==> src/rtl/dm_arbiter_pkg.sv <==
// Shared types and helpers for the data-memory arbiter.
// Holds the FSM/owner encodings and the latched access payload.
package dm_arbiter_pkg;

    localparam int unsigned ADDR_W = 32;
    localparam int unsigned DATA_W = 32;
    localparam int unsigned BE_W   = DATA_W / 8;
    localparam int unsigned CNT_W  = 4;

    typedef enum logic [1:0] {
        IDLE = 2'd0,
        BUSY = 2'd1,
        RESP = 2'd2
    } state_e;

    typedef enum logic {
        OWN_CPU = 1'b0,
        OWN_EXT = 1'b1
    } owner_e;

    typedef struct packed {
        logic              we;
        logic [ADDR_W-1:0] addr;
        logic [DATA_W-1:0] wdata;
        logic [BE_W-1:0]   be;
    } mem_req_t;

    // DM is word-addressed: byte offset bits are forced to zero
    function automatic logic [ADDR_W-1:0] word_addr(input logic [ADDR_W-1:0] a);
        return a & ~ADDR_W'(3);
    endfunction

endpackage

==> src/rtl/dm_arbiter_if.sv <==
// CPU, EXT and DM signal bundle around the arbiter.
// master = the arbiter itself, slave = the requesters and the memory.
interface dm_arbiter_if;
    import dm_arbiter_pkg::*;

    logic              cpu_req;
    logic              cpu_we;
    logic [ADDR_W-1:0] cpu_addr;
    logic [DATA_W-1:0] cpu_wdata;
    logic [BE_W-1:0]   cpu_be;
    logic              cpu_stall;
    logic              cpu_done;
    logic [DATA_W-1:0] cpu_rdata;

    logic              ext_req;
    logic              ext_we;
    logic [ADDR_W-1:0] ext_addr;
    logic [DATA_W-1:0] ext_wdata;
    logic [BE_W-1:0]   ext_be;
    logic              ext_done;
    logic [DATA_W-1:0] ext_rdata;

    logic              mem_en;
    logic              mem_we;
    logic [ADDR_W-1:0] mem_addr;
    logic [DATA_W-1:0] mem_wdata;
    logic [BE_W-1:0]   mem_be;
    logic [DATA_W-1:0] mem_rdata;

    modport master (
        input  cpu_req, cpu_we, cpu_addr, cpu_wdata, cpu_be,
        output cpu_stall, cpu_done, cpu_rdata,
        input  ext_req, ext_we, ext_addr, ext_wdata, ext_be,
        output ext_done, ext_rdata,
        output mem_en, mem_we, mem_addr, mem_wdata, mem_be,
        input  mem_rdata
    );

    modport slave (
        output cpu_req, cpu_we, cpu_addr, cpu_wdata, cpu_be,
        input  cpu_stall, cpu_done, cpu_rdata,
        output ext_req, ext_we, ext_addr, ext_wdata, ext_be,
        input  ext_done, ext_rdata,
        input  mem_en, mem_we, mem_addr, mem_wdata, mem_be,
        output mem_rdata
    );

endinterface

==> src/rtl/dm_arbiter_rr_arb2.sv <==
// Two-way round-robin pick between CPU (req[0]) and EXT (req[1]).
// On a tie the port that did not own the previous access wins.
module dm_arbiter_rr_arb2
    import dm_arbiter_pkg::*;
(
    input  logic [1:0] req,
    input  owner_e     last_owner,
    output logic       grant_c,
    output owner_e     winner_c
);

    always_comb begin
        grant_c  = |req;
        winner_c = OWN_CPU;
        if (req == 2'b11) begin
            winner_c = (last_owner == OWN_CPU) ? OWN_EXT : OWN_CPU;
        end else if (req[1]) begin
            winner_c = OWN_EXT;
        end
    end

endmodule

==> src/rtl/dm_arbiter.sv <==
// Shares the single-port data memory between the MEM stage and an EXT requester,
// running each access for MEM_LAT cycles and stalling the pipeline meanwhile.
module dm_arbiter
    import dm_arbiter_pkg::*;
#(
    parameter int unsigned MEM_LAT = 2
) (
    input logic          clk,
    input logic          reset,
    dm_arbiter_if.master bus
);

    localparam logic [CNT_W-1:0] CNT_LOAD = CNT_W'(MEM_LAT - 1);

    state_e           state;
    owner_e           owner;
    owner_e           last_owner;
    logic [CNT_W-1:0] cnt;
    logic             grant_c;
    owner_e           winner_c;
    mem_req_t         pick_c;

    dm_arbiter_rr_arb2 u_rr (
        .req        ({bus.ext_req, bus.cpu_req}),
        .last_owner (last_owner),
        .grant_c    (grant_c),
        .winner_c   (winner_c)
    );

    // Payload of whichever port the arbiter would grant this cycle
    always_comb begin
        pick_c = '{we: bus.cpu_we, addr: bus.cpu_addr, wdata: bus.cpu_wdata, be: bus.cpu_be};
        if (winner_c == OWN_EXT) begin
            pick_c = '{we: bus.ext_we, addr: bus.ext_addr, wdata: bus.ext_wdata, be: bus.ext_be};
        end
    end

    assign bus.cpu_stall = bus.cpu_req & ~bus.cpu_done;

    always_ff @(posedge clk) begin
        if (!reset) begin
            state         <= IDLE;
            owner         <= OWN_CPU;
            last_owner    <= OWN_EXT;
            cnt           <= '0;
            bus.mem_en    <= 1'b0;
            bus.mem_we    <= 1'b0;
            bus.mem_addr  <= '0;
            bus.mem_wdata <= '0;
            bus.mem_be    <= '0;
            bus.cpu_rdata <= '0;
            bus.ext_rdata <= '0;
            bus.cpu_done  <= 1'b0;
            bus.ext_done  <= 1'b0;
        end else begin
            bus.cpu_done <= 1'b0;
            bus.ext_done <= 1'b0;
            case (state)
                IDLE: begin
                    if (grant_c) begin
                        bus.mem_en    <= 1'b1;
                        bus.mem_we    <= pick_c.we;
                        bus.mem_addr  <= word_addr(pick_c.addr);
                        bus.mem_wdata <= pick_c.wdata;
                        bus.mem_be    <= pick_c.be;
                        owner         <= winner_c;
                        last_owner    <= winner_c;
                        cnt           <= CNT_LOAD;
                        state         <= BUSY;
                    end
                end
                BUSY: begin
                    // Final access cycle: read data is valid, hand it to the owner
                    if (cnt == '0) begin
                        if (owner == OWN_CPU) begin
                            bus.cpu_rdata <= bus.mem_rdata;
                            bus.cpu_done  <= 1'b1;
                        end else begin
                            bus.ext_rdata <= bus.mem_rdata;
                            bus.ext_done  <= 1'b1;
                        end
                        bus.mem_en <= 1'b0;
                        bus.mem_we <= 1'b0;
                        state      <= RESP;
                    end else begin
                        cnt <= cnt - CNT_W'(1);
                    end
                end
                RESP:    state <= IDLE;
                default: state <= IDLE;
            endcase
        end
    end

endmodule

==> src/flat_wrapper.sv <==
// flat-port wrapper written by rule: the top's interface ports become plain ports
module dm_arbiter_flat import dm_arbiter_pkg::*;
#(
    parameter int unsigned MEM_LAT = 2
)
  (clk, reset, bus_cpu_req, bus_cpu_we, bus_cpu_addr, bus_cpu_wdata, bus_cpu_be, bus_cpu_stall, bus_cpu_done, bus_cpu_rdata, bus_ext_req, bus_ext_we, bus_ext_addr, bus_ext_wdata, bus_ext_be, bus_ext_done, bus_ext_rdata, bus_mem_en, bus_mem_we, bus_mem_addr, bus_mem_wdata, bus_mem_be, bus_mem_rdata);
  dm_arbiter_if bus_i ();
  input logic clk;
  input logic reset;
  input wire logic [$bits(bus_i.cpu_req)-1:0] bus_cpu_req;
  input wire logic [$bits(bus_i.cpu_we)-1:0] bus_cpu_we;
  input wire logic [$bits(bus_i.cpu_addr)-1:0] bus_cpu_addr;
  input wire logic [$bits(bus_i.cpu_wdata)-1:0] bus_cpu_wdata;
  input wire logic [$bits(bus_i.cpu_be)-1:0] bus_cpu_be;
  output wire logic [$bits(bus_i.cpu_stall)-1:0] bus_cpu_stall;
  output wire logic [$bits(bus_i.cpu_done)-1:0] bus_cpu_done;
  output wire logic [$bits(bus_i.cpu_rdata)-1:0] bus_cpu_rdata;
  input wire logic [$bits(bus_i.ext_req)-1:0] bus_ext_req;
  input wire logic [$bits(bus_i.ext_we)-1:0] bus_ext_we;
  input wire logic [$bits(bus_i.ext_addr)-1:0] bus_ext_addr;
  input wire logic [$bits(bus_i.ext_wdata)-1:0] bus_ext_wdata;
  input wire logic [$bits(bus_i.ext_be)-1:0] bus_ext_be;
  output wire logic [$bits(bus_i.ext_done)-1:0] bus_ext_done;
  output wire logic [$bits(bus_i.ext_rdata)-1:0] bus_ext_rdata;
  output wire logic [$bits(bus_i.mem_en)-1:0] bus_mem_en;
  output wire logic [$bits(bus_i.mem_we)-1:0] bus_mem_we;
  output wire logic [$bits(bus_i.mem_addr)-1:0] bus_mem_addr;
  output wire logic [$bits(bus_i.mem_wdata)-1:0] bus_mem_wdata;
  output wire logic [$bits(bus_i.mem_be)-1:0] bus_mem_be;
  input wire logic [$bits(bus_i.mem_rdata)-1:0] bus_mem_rdata;
  assign bus_i.cpu_req = bus_cpu_req;
  assign bus_i.cpu_we = bus_cpu_we;
  assign bus_i.cpu_addr = bus_cpu_addr;
  assign bus_i.cpu_wdata = bus_cpu_wdata;
  assign bus_i.cpu_be = bus_cpu_be;
  assign bus_cpu_stall = bus_i.cpu_stall;
  assign bus_cpu_done = bus_i.cpu_done;
  assign bus_cpu_rdata = bus_i.cpu_rdata;
  assign bus_i.ext_req = bus_ext_req;
  assign bus_i.ext_we = bus_ext_we;
  assign bus_i.ext_addr = bus_ext_addr;
  assign bus_i.ext_wdata = bus_ext_wdata;
  assign bus_i.ext_be = bus_ext_be;
  assign bus_ext_done = bus_i.ext_done;
  assign bus_ext_rdata = bus_i.ext_rdata;
  assign bus_mem_en = bus_i.mem_en;
  assign bus_mem_we = bus_i.mem_we;
  assign bus_mem_addr = bus_i.mem_addr;
  assign bus_mem_wdata = bus_i.mem_wdata;
  assign bus_mem_be = bus_i.mem_be;
  assign bus_i.mem_rdata = bus_mem_rdata;
  dm_arbiter #(.MEM_LAT(MEM_LAT)) u_core (.clk(clk), .reset(reset), .bus(bus_i));
endmodule
==> config.mk <==
export PLATFORM = sky130hd
export DESIGN_NAME = dm_arbiter_flat
export DESIGN_NICKNAME = d
export VERILOG_FILES = /design/src/rtl/dm_arbiter_pkg.sv /design/src/rtl/dm_arbiter_if.sv /design/src/rtl/dm_arbiter_rr_arb2.sv /design/src/rtl/dm_arbiter.sv /design/src/flat_wrapper.sv
export SDC_FILE = /design/constraint.sdc
export NUM_CORES = 1
export LEC_CHECK = 0
export CAP_MARGIN = 20
export CORE_MARGIN = 4
export CORE_UTILIZATION = 40
export CTS_BUF_LIST = sky130_fd_sc_hd__clkbuf_4 sky130_fd_sc_hd__clkbuf_8
export DETAILED_ROUTE_END_ITERATION = 8
export PLACE_DENSITY_LB_ADDON = 0.08
export SLEW_MARGIN = 20
export SYNTH_ARGS = -nofsm -noshare
export SYNTH_HDL_FRONTEND = slang
export SYNTH_SLANG_ARGS = --single-unit
export TNS_END_PERCENT = 5
==> constraint.sdc <==
create_clock -name clk -period 1.9 [get_ports clk]
set_input_delay 0.19 -clock clk [delete_from_list [all_inputs] [get_ports clk]]
set_output_delay 0.19 -clock clk [all_outputs]
set_load 0.02 [all_outputs]
Word-level counts from Yosys, hierarchy flattened
Index checks and enable logic that the tools add are counted.

Bits in writable memories: 0. Logic and storage cells: 50. Memory bits (read-only): 0. Memories kept: 0. Output and inout port bits: 137. Bits in latches: 0. Register bits: 142. Input bits: 174.

Multiplexer cells: 17. Div/mod/pow operators: 0. Shift operators: 0. Order comparisons: 0. Reductions and logical operators: 11. Eq/ne operators: 5. Bitwise operators: 3. Multiply operators: 0. Add/subtract/negate cells: 1.

Operators with widths (count): two-way mux 69 bit (1); AND reduction 3 bit (5); two-way mux 1 bit (8); two-way mux 4 bit (2); one-hot mux 4 bit (2 select lines) (1); logical NOT 4 bit (1); two-way mux 2 bit (2); != test 2 x 1 -> 1 bit, second input constant (2); one-hot mux 1 bit (2 select lines) (2); one-hot mux 2 bit (2 select lines) (1); AND reduction 2 bit (2); subtractor 4 x 1 -> 4 bit, second input constant (1); == test 2 x 1 -> 1 bit, second input constant (1); == test 2 bit, second input constant (1); logical NOT 2 bit (1); != test 2 bit, second input constant (1); inverter 1 bit (2); nonzero test 2 bit (1); OR reduction 2 bit (1); AND 1 bit (1).

Longest topological paths before layout
Depth in word-level cells: 5. Depth in mapped cells: 7. Gate-level depth less buffers: 5.

Cells and area by module
Synthesis repeated with hierarchy kept, for this count alone.

Cell total of the unflattened synthesis: 599. Area total of the unflattened synthesis: 5870.6 µm².

Modules (own cells, without submodules): dm_arbiter (sequential area each 2842.7 µm², cells an instance 597, area an instance 5856.9 µm², instances 1); dm_arbiter_rr_arb2 (sequential area each 0.0 µm², cells an instance 2, area an instance 13.8 µm², instances 1).

Worst setup path after synthesis
No wires, ideal clock.

Path type: reg-to-reg. From: register u_core.cnt[0]. To: register u_core.bus.ext_rdata[0]. Cell stages (with the launch flop): 8. Arrival time: 1574 ps. Slack: 199 ps. Buffers on the path: 2. Library setup time: 126 ps. Period minus slack after synthesis: 1701 ps. Required time: 1774 ps. Path through: dfxtp_1 inv_1 ha_1 nand4bb_4 or3b_1 buf_2 buf_2 mux2i_1.

Cells in the longest elaborated chain, start to end: 2.

RTL lines: start, declared (RTL line dm_arbiter.sv:18) `logic [CNT_W-1:0] cnt;`; start signal, assigned (RTL line dm_arbiter.sv:86) `cnt <= cnt - CNT_W'(1);`; logical NOT 4 bit (RTL line dm_arbiter.sv:74) `if (cnt == '0) begin`; AND reduction 3 bit (no source line); end signal, assigned (RTL line dm_arbiter.sv:79) `bus.ext_rdata <= bus.mem_rdata;`; end, declared (RTL line dm_arbiter_if.sv:34) `output ext_done, ext_rdata,`.

Every way passes these cells. A chain may end at the register's enable or synchronous reset.

Worst setup path after layout
Ends and elaborated chain as after synthesis.

==> results <==
[through the flow]
step	area (µm²)	total power, µW	instances
after floorplan	5675	4407	602
after global placement	8885	5445	1049
after detailed placement	8885	5489	1049
after CTS	9234	7649	1080
after global routing	9234	7908	1080
final	9234	7587	1080
[tightest hold or removal path, cell delays in order]
cell	delay [ps]
buf_2	90
inv_1	130
nor2_1	120
[power breakdown]
group	switching [µW]	internal (µW)
clock	1100	1060
sequential	154	3250
combinational	969	1050
total	2230	5360
[final cells by class]
cell class / count / share of cell area [%]
clock inverters: 7 / 0.4065
well taps: 180 / 2.439
flip-flops and latches: 142 / 30.79
inverters: 72 / 2.927
repair buffers: 318 / 34.72
clock buffers: 24 / 3.374
multi-input cells: 337 / 25.35
[sequential cells by signal, indices dropped and copies added (netlist names), 2 cells and up]
register and flops:
u_core.bus.mem_be 4, u_core.bus.mem_addr 30, u_core.bus.ext_rdata 32, u_core.bus.mem_wdata 32, u_core.state 2, u_core.bus.cpu_rdata 32, u_core.cnt 4
[worst paths after layout]
| check | from | slack [ps] | cells after the start | end |
|---|---|---|---|---|
| worst max-delay path | u_core.cnt[0] | 110 | 6 | u_core.bus.ext_rdata[0] |
| worst min-delay path | reset | 140 | 3 | u_core.bus.ext_done |
| worst max register to register | u_core.cnt[0] | 110 | 6 | u_core.bus.ext_rdata[0] |
| worst min register to register | u_core.bus.cpu_rdata[16] | 460 | 2 | u_core.bus.cpu_rdata[16] |
[placed cells by master (no fill, tap or decap), types with 3 or more instances in the layout]
cell type	Yosys	routed
clkbuf_8	0	21
clkdlybuf4s50_1	0	303
nand2_1	97	97
a21oi_1	4	3
buf_4	3	9
dfxtp_1	142	142
clkinv_2	0	6
nor3_1	67	67
inv_1	72	72
a221o_1	66	66
mux2i_1	65	65
buf_12	0	5
o21ai_0	3	3
nor2_1	7	7
clkbuf_4	0	3
[kinds of logic after synthesis]
kind of cell               Yosys count  synth area share [%]
other                                1               0.06612
buffers and inverters              123                 9.111
muxes                               65                 11.47
and+or+nand+nor                    184                 14.82
adders and majority gates            2                0.4411
DFF                                142                 50.12
AOI/OAI and AO/OA                   84                 13.96
[routing by layer]
metal / share of wire (%) / wire [µm] / vias to the layer above / GRT usage (%)
met5: 0 / 0 / - / 0
met4: 3.1 / 566 / 0 / 9.338
met3: 8.5 / 1569 / 37 / 8.236
met2: 49 / 9004 / 207 / 37.55
met1: 40 / 7375 / 2540 / 25.24
li1: - / - / 2646 / -
==> metrics.md <==
| Metric | Value |
|---|---|
| Synth warnings | 0 |
| Top-level port count | roughly 310 |
| Seq/Total Area, Yosys | 50.12% |
| Gr ovfl total | 0 |
| Multi-input logic area | 2341 µm² |
| Core area | between 10,000 and 15,000 µm² |
| Skew-Pair Late Insertion Delay | ~440 ps |
| WP buf/inv | 2 |
| Initial antenna violation count | 0 |
| Family with the most delay on the worst path | simple AND/OR/NAND/NOR gates |
| Max Root-Sink Buffers | 2 |
| Pre-Repair DR Iteration Count | 5 |
| Syn Inst Count | around 600 |
| Final worst slack | about 110 ps |
| Arrival time at the worst endpoint | roughly 2100 ps |
| Area growth syn-to-layout | 62.81% |
| Post-Route WL | around 19 mm |
| Post-Syn Area per Cell | between 9 and 10 µm² |
| Vias per inst | roughly 5.0 |
| Num CTS Buffers | 17 |
| Max FO, Critical Path | 33 |
| Period utilization | 94.25% |
| Leakage | around 0.0039 µW |
| Commonest cells post-synth | 142 x dfxtp_1, 97 x nand2_1, 72 x inv_1 |
| Detailed Place HPWL | around 14 mm |
| Antenna Nets Post-Route | 0 |
| Fmax | around 560 MHz |
| Fin Hold WS | roughly 140 ps |
| WP data required | approximately 2200 ps |
| Register area | 2843 µm² |
| Ys flop type | dfxtp_1 |
| Ranking of synthesized cells by area | dfxtp_1 50%, a221o_1 12%, mux2i_1 11% |
| Synth area leader | dfxtp_1 |
| Startpoint class of the critical path | register |
| Die width | 127.1 µm |
| Relative slew slack | a little under two fifths |
| Total Routing Usage GR | approximately 22% |
| CTS tree | yes |
| # fillers | about 1,100 |
| Fin util | around two thirds |
| Synthesized area | 5672 µm² |
| Share of the synthesized area in the top cell type | 50.12% |
| Final setup vio count | 0 |
| Count of cell types in the netlist | 34 |
| Peak supply drop | ~0.45 mV |
| Clock Pin Slew Worst Setup and Hold Paths | 80 ps |
| Post-CTS setup buffers | 0 |
| First-pass GRT wire length | approximately 29 mm |
| Crit end category | register |
| Final min period | about 1800 ps |
| Status | finished, final reports clean |
| Yosys reg bits | roughly 140 |
| Detailed-route via count | between 5,000 and 6,000 |
| Die area | approximately 16,000 µm² |
| RSZ-0062 raised after global routing | false |
| Ant. Diodes | 0 |
| Pin count of the biggest net entering global routing | 100 |
| Ys async rst share | 0% |
| Post-CTS Hold Buffers | 0 |
| DR iter-0 viols | between 200 and 300 |
| Starting Density | 40.86% |
| Avg WL per Cell | 17.14 µm |
| Pins over their slew limit | 0 |
| # DRC | 0 |
| CP max-delay cell | or3b_2 |
| Final setup TNS | 0 ps |
| Most frequent cell after synthesis | dfxtp_1 |
| GP Congestion | 0.9116 |
| Fin. Hold Viols | 0 |
| TritonCTS Sinks | ~140 |
| Crit path cell chain | inv_1, ha_1, nand4bb_4, or3b_2, buf_12, mux2i_1 |
| Ratio of cells with drive above 1 in the final layout | 6.111% |
| Post-CTS sizing | 0 |
| Number of global-route vias before repair | approximately 5,600 |
| Pwr Density | between 800 and 900 nW/µm² |
| Worst clock skew | around 8 ps |
| Setup CP Type | reg2reg |
| Row count | 43 |
| Number of flops mapped to enable cells by yosys | 0 |
| IO buf count | 304 |
| Final net count | about 1,100 |
| Critical Path Max Stage Delay | ~520 ps |
| Number of max-cap violations | 0 |
| Die Y | between 100 and 150 µm |
| Hold WC Path Type | in2reg |
| Depth of the CTS H-tree | 4 |
| Setup WS pre-CTS | about 74 ps |
| Clock tree root buffer cell | clkbuf_8 |
| Tightest Pin Transition | approximately 940 ps |
No activity file was read; power rests on OpenSTA's default activity.
